File: src/rtl/memory_read_arbiter.sv
// Round-robin arbiter sharing one memory read port among several requesters, with a
// bounded burst lock and a one-hot tag pipeline that routes returned data to its owner.
module memory_read_arbiter #(
  parameter int unsigned DATA_WIDTH    = 16,
  parameter int unsigned ADDRESS_WIDTH = 11,
  parameter int unsigned REQUESTERS    = 4,
  parameter int unsigned READ_LATENCY  = 1,
  parameter int unsigned MAX_BURST     = 8
) (
  input  logic                                clock_in,
  input  logic                                reset_in,
  input  logic [REQUESTERS-1:0]               req_in,
  input  logic [REQUESTERS*ADDRESS_WIDTH-1:0] address_in,
  input  logic [DATA_WIDTH-1:0]               memory_data_in,
  output logic [REQUESTERS-1:0]               grant_out,
  output logic [ADDRESS_WIDTH-1:0]            memory_address_out,
  output logic [DATA_WIDTH-1:0]               data_out,
  output logic [REQUESTERS-1:0]               data_valid_out,
  output logic                                busy_out
);

  localparam int unsigned IdxW   = (REQUESTERS > 1) ? $clog2(REQUESTERS) : 1;
  localparam int unsigned BurstW = $clog2(MAX_BURST + 1);
  localparam logic [IdxW-1:0]   LastIdx  = IdxW'(REQUESTERS - 1);
  localparam logic [BurstW-1:0] MaxBurst = BurstW'(MAX_BURST);

  logic                     owner_valid_q, owner_valid_d;
  logic [IdxW-1:0]          owner_q, owner_d;
  logic [BurstW-1:0]        burst_q, burst_d;
  logic [REQUESTERS-1:0]    grant_q, grant_d;
  logic [ADDRESS_WIDTH-1:0] addr_q, addr_d;
  logic [DATA_WIDTH-1:0]    data_q;
  logic [REQUESTERS-1:0]    valid_q;
  logic [REQUESTERS-1:0]    tag_q [READ_LATENCY];

  logic [REQUESTERS-1:0] others_req;
  logic                  keep_owner;
  logic                  found;
  logic [IdxW-1:0]       pick;
  int unsigned           start_idx;
  int unsigned           idx;

  always_comb begin
    others_req          = req_in;
    others_req[owner_q] = 1'b0;
    // Owner keeps the port while under its burst budget, or indefinitely if nobody else waits.
    keep_owner = owner_valid_q && req_in[owner_q] && ((burst_q < MaxBurst) || (others_req == '0));

    start_idx = 0;
    if (owner_valid_q && (owner_q != LastIdx)) begin
      start_idx = 32'(owner_q) + 1;
    end

    found = 1'b0;
    pick  = '0;
    idx   = 0;
    for (int unsigned i = 0; i < REQUESTERS; i++) begin
      idx = (start_idx + i) % REQUESTERS;
      if (!found && req_in[IdxW'(idx)]) begin
        found = 1'b1;
        pick  = IdxW'(idx);
      end
    end

    grant_d       = '0;
    owner_d       = owner_q;
    owner_valid_d = owner_valid_q;
    burst_d       = burst_q;
    if (keep_owner) begin
      grant_d[owner_q] = 1'b1;
      if (burst_q < MaxBurst) begin
        burst_d = burst_q + BurstW'(1);
      end
    end else if (found) begin
      grant_d[pick] = 1'b1;
      owner_d       = pick;
      owner_valid_d = 1'b1;
      burst_d       = BurstW'(1);
    end

    addr_d = addr_q;
    for (int unsigned k = 0; k < REQUESTERS; k++) begin
      if (grant_d[k]) begin
        addr_d = address_in[k*ADDRESS_WIDTH +: ADDRESS_WIDTH];
      end
    end
  end

  always_ff @(posedge clock_in) begin
    if (reset_in) begin
      owner_valid_q <= 1'b0;
      owner_q       <= '0;
      burst_q       <= '0;
      grant_q       <= '0;
      addr_q        <= '0;
      data_q        <= '0;
      valid_q       <= '0;
      for (int unsigned i = 0; i < READ_LATENCY; i++) begin
        tag_q[i] <= '0;
      end
    end else begin
      owner_valid_q <= owner_valid_d;
      owner_q       <= owner_d;
      burst_q       <= burst_d;
      grant_q       <= grant_d;
      addr_q        <= addr_d;
      tag_q[0]      <= grant_d;
      for (int unsigned i = 1; i < READ_LATENCY; i++) begin
        tag_q[i] <= tag_q[i-1];
      end
      valid_q <= tag_q[READ_LATENCY-1];
      if (|tag_q[READ_LATENCY-1]) begin
        data_q <= memory_data_in;
      end
    end
  end

  logic tag_any;
  always_comb begin
    tag_any = 1'b0;
    for (int unsigned i = 0; i < READ_LATENCY; i++) begin
      tag_any = tag_any | (|tag_q[i]);
    end
  end

  assign grant_out          = grant_q;
  assign memory_address_out = addr_q;
  assign data_out           = data_q;
  assign data_valid_out     = valid_q;
  assign busy_out           = (|grant_q) | tag_any;

endmodule

File: config.mk
export PLATFORM = sky130hd
export DESIGN_NAME = memory_read_arbiter
export DESIGN_NICKNAME = d
export VERILOG_FILES = /design/src/rtl/memory_read_arbiter.sv
export SDC_FILE = /design/constraint.sdc
export NUM_CORES = 1
export LEC_CHECK = 0
export BUFFER_PORTS_ARGS = -buffer_cell sky130_fd_sc_hd__buf_4
export CORE_MARGIN = 2
export CORE_UTILIZATION = 48
export CTS_BUF_LIST = sky130_fd_sc_hd__clkbuf_16
export CTS_CLUSTER_SIZE = 16
export DETAILED_ROUTE_END_ITERATION = 8
export PLACE_DENSITY = 0.81
export REMOVE_ABC_BUFFERS = 1
export SLEW_MARGIN = 20
export SYNTH_ARGS = -nofsm -noshare
export SYNTH_HDL_FRONTEND = slang
export SYNTH_SLANG_ARGS = --single-unit
File: constraint.sdc
create_clock -name clock_in -period 3.9 [get_ports clock_in]
set_clock_uncertainty 0.15 [all_clocks]
set_input_delay 0.585 -clock clock_in [delete_from_list [all_inputs] [get_ports clock_in]]
set_output_delay 0.585 -clock clock_in [all_outputs]
set_load 0.01 [all_outputs]
==> impl_metrics.env <==
export IMPL_status="finished, final reports clean"
export IMPL_crit_type="reg -> reg"
export IMPL_yosys_top_cells_area="dfxtp_1 (36%), mux2_4 (6.4%), nand2_1 (6.4%)"
export IMPL_gp_congestion=0.841
export IMPL_cts_sink_count=42
export IMPL_cts_setup_buffers=0
export IMPL_clk_latency_ps=280
export IMPL_setup_tns_ps=0
export IMPL_fin_crit_ps=3630
export IMPL_ys_seq_elements=42
export IMPL_hold_path_class="reg -> reg"
export IMPL_worstMarginPinSlew_ps=1030
export IMPL_die_y_um=74.0
export IMPL_cpMaxStageDelayCell="ha_1"
export IMPL_cpMostUsedCell="inv_1"
export IMPL_swShare_pct=41.5
export IMPL_crit_arrival_ps=3650
export IMPL_cts_resized=0
export IMPL_synth_edf_count=0
export IMPL_rows=25
export IMPL_hold_viol_final=0
export IMPL_track_usage_pct=23.5
export IMPL_ant_nets=0
export IMPL_yosys_area_top_type="dfxtp_1"
export IMPL_use_met1_pct=29.7
export IMPL_required_ps=3920
export IMPL_die_w_um=74.0
export IMPL_synth_async_reset_ratio_pct=0
export IMPL_synth_area_mm2=0.00235
export IMPL_nets=421
export IMPL_slew_violations=0
export IMPL_n_fill_cell=396
export IMPL_viasPerCell=5.66
export IMPL_initial_core_util_pct=49.8
export IMPL_ys_seq_area_share_pct=35.7
export IMPL_drt_iter0_markers=149
export IMPL_core_area_mm2=0.00472
export IMPL_synth_top_cell_area_share_pct=35.7
export IMPL_path_clk_slew_ps=60
export IMPL_dp_cells=410
export IMPL_startpoint_type="flip-flop"
export IMPL_leakage_uw=0.00143
export IMPL_root_buffer="clkbuf_16"
export IMPL_postSynthCellCount=254
export IMPL_routed_wl_um=6480
export IMPL_stdcell_count=418
export IMPL_synth_distinct_cells=59
export IMPL_synth_warnings=0
export IMPL_grt_busiest_layer="met2"
export IMPL_overflow=0
export IMPL_p_seq_share_pct=25.2
export IMPL_combinationalPowerShare_pct=60.3
export IMPL_cts_buffer_depth=2
export IMPL_max_slew_margin_pct=31.7
export IMPL_p_int_uw=1630
export IMPL_cpPeakStageDelay_ps=600
export IMPL_drc=0
export IMPL_antenna_cells=0
export IMPL_min_from="data_out[8]"
export IMPL_peakVddDrop_uv=473
export IMPL_antenna_found_initial=0
export IMPL_h_tree_depth=2
export IMPL_worstPathMaxFanout=14
export IMPL_endpoint_kind="flip-flop"
export IMPL_areaGrowthSynthToFinish_pct=40.1
export IMPL_grt_pass1_wl_um=10200
export IMPL_grt_pass1_vias=2222
export IMPL_hold_buffers=0
export IMPL_grtUsageMet2_pct=39.7
export IMPL_dp_hpwl_um=4790
export IMPL_firstDrtPassIters=4
export IMPL_ios=102
export IMPL_setup_violations_final=0
export IMPL_path_buf_inv=3
export IMPL_synth_ff_type="dfxtp_1"
export IMPL_die_area_mm2=0.00548
export IMPL_tritoncts="done"
export IMPL_cp_top_family="compound AO/OA/AOI/OAI gates"
export IMPL_max_freq_mhz=276
export IMPL_cts_buffers=5
export IMPL_power_switching_uw=1160
export IMPL_drive_gt1_share_pct=43.3
export IMPL_ys_top_cells_by_count="dfxtp_1 (42), nand2_1 (40), a21oi_1 (25)"
export IMPL_crit_start="owner_q[0]"
export IMPL_clock_power_share_pct=14.5
export IMPL_period_share_pct=93.0
export IMPL_postSynthAreaPerCell_um2=9.26
export IMPL_r2r_start="owner_q[0]"
export IMPL_worstPathCellList="inv_1 -> ha_1 -> inv_1 -> o2bb2ai_1 -> a221oi_1 -> a21oi_1 -> o32a_1 -> o21ai_2 -> buf_4 -> mux2_2 -> o221a_2"
export IMPL_rsz0062_at_grt="false"
export IMPL_gr_usage_met3_pct=5.96
export IMPL_vias=2367
export IMPL_grt_max_degree=32
export IMPL_drv_cap=0
export IMPL_power_density_mw_per_mm2=847
export IMPL_io_buffer_count=101
export IMPL_yosysMostFrequentCell="dfxtp_1"
export IMPL_wl_per_cell_um=15.5
power by group through the flow:
stage	combinational, uW	clock (uW)	sequential (uW)
after detailed placement	1680	0	706
final	1680	405	703
after global placement	1640	0	703
after CTS	1690	410	701
after global routing	1840	428	721
after floorplan	1020	0	768
worst reg2reg max path, delay by kind of cell, from the launching register on:
| family | cells | cell delay, ps |
|---|---|---|
| flops | 1 | 470 |
| buf+inv | 3 | 560 |
| compound gates | 6 | 1390 |
| mux | 1 | 360 |
| fa+ha+maj | 1 | 600 |
cells by family (layout without fill, tap and decap cells):
family | after synthesis | after routing | synth area share (%)
fa+ha+maj | 5 | 5 | 2.66
simple gates | 91 | 91 | 19.5
buf+inv | 21 | 118 | 4.25
compound gates | 80 | 80 | 28.7
flops | 42 | 42 | 35.7
mux | 15 | 15 | 9.15
placed cells by master, fill, tap and decap left out, types with 4 or more instances in the layout:
cell type / instances
nor2b_1: 8
inv_1: 4
o21ai_0: 6
buf_4: 105
nand2_1: 40
o221a_1: 10
ha_1: 5
clkbuf_16: 5
a21oi_1: 25
nand3_1: 4
dfxtp_1: 42
nor2_1: 15
mux2_4: 10
o221a_2: 12
worst paths after layout:
check             cells past startpoint  slack [ps]                     to
setup / recovery                     11         270  memory_address_out[0]
hold / removal                        2         300            data_out[8]
setup reg to reg                     11         270  memory_address_out[0]
hold reg to reg                       2         300            data_out[8]
final cells by class:
class	count	area, um^2	area share [%]
Clock buffer	5	125	3.80
Clock inverter	3	21.3	0.645
Inverter	5	18.8	0.569
Multi-Input combinational cell	191	1420	43.0
Sequential cell	42	841	25.5
Tap cell	67	83.8	2.54
Timing Repair Buffer	105	788	23.9
stage by stage:
step                      worst slack, ps  power (uW)  hold WS, ps  util (%)  instance area (um^2)
after floorplan                       238        1790          302         -                  2270
after global placement                435        2350          288      66.7                  3150
after detailed placement              310        2390          293      66.7                  3150
after CTS                             303        2800          302      69.8                  3300
after global routing                 7.79        2990          325      69.8                  3300
final                                 273        2790          299      69.8                  3300
per-layer routing:
layer / vias to the layer above / part of all wire [%]
met5: - / 0
met4: 0 / 1.7
met3: 12 / 7.6
met2: 96 / 50
met1: 1106 / 41
li1: 1153 / -
registers in the layout, indices dropped and copies added (netlist names):
register            flops
burst_q                 4
data_out               16
data_valid_out          4
grant_out               4
memory_address_out     11
owner_q                 2
owner_valid_q           1
(Power assumes the default switching activity.)
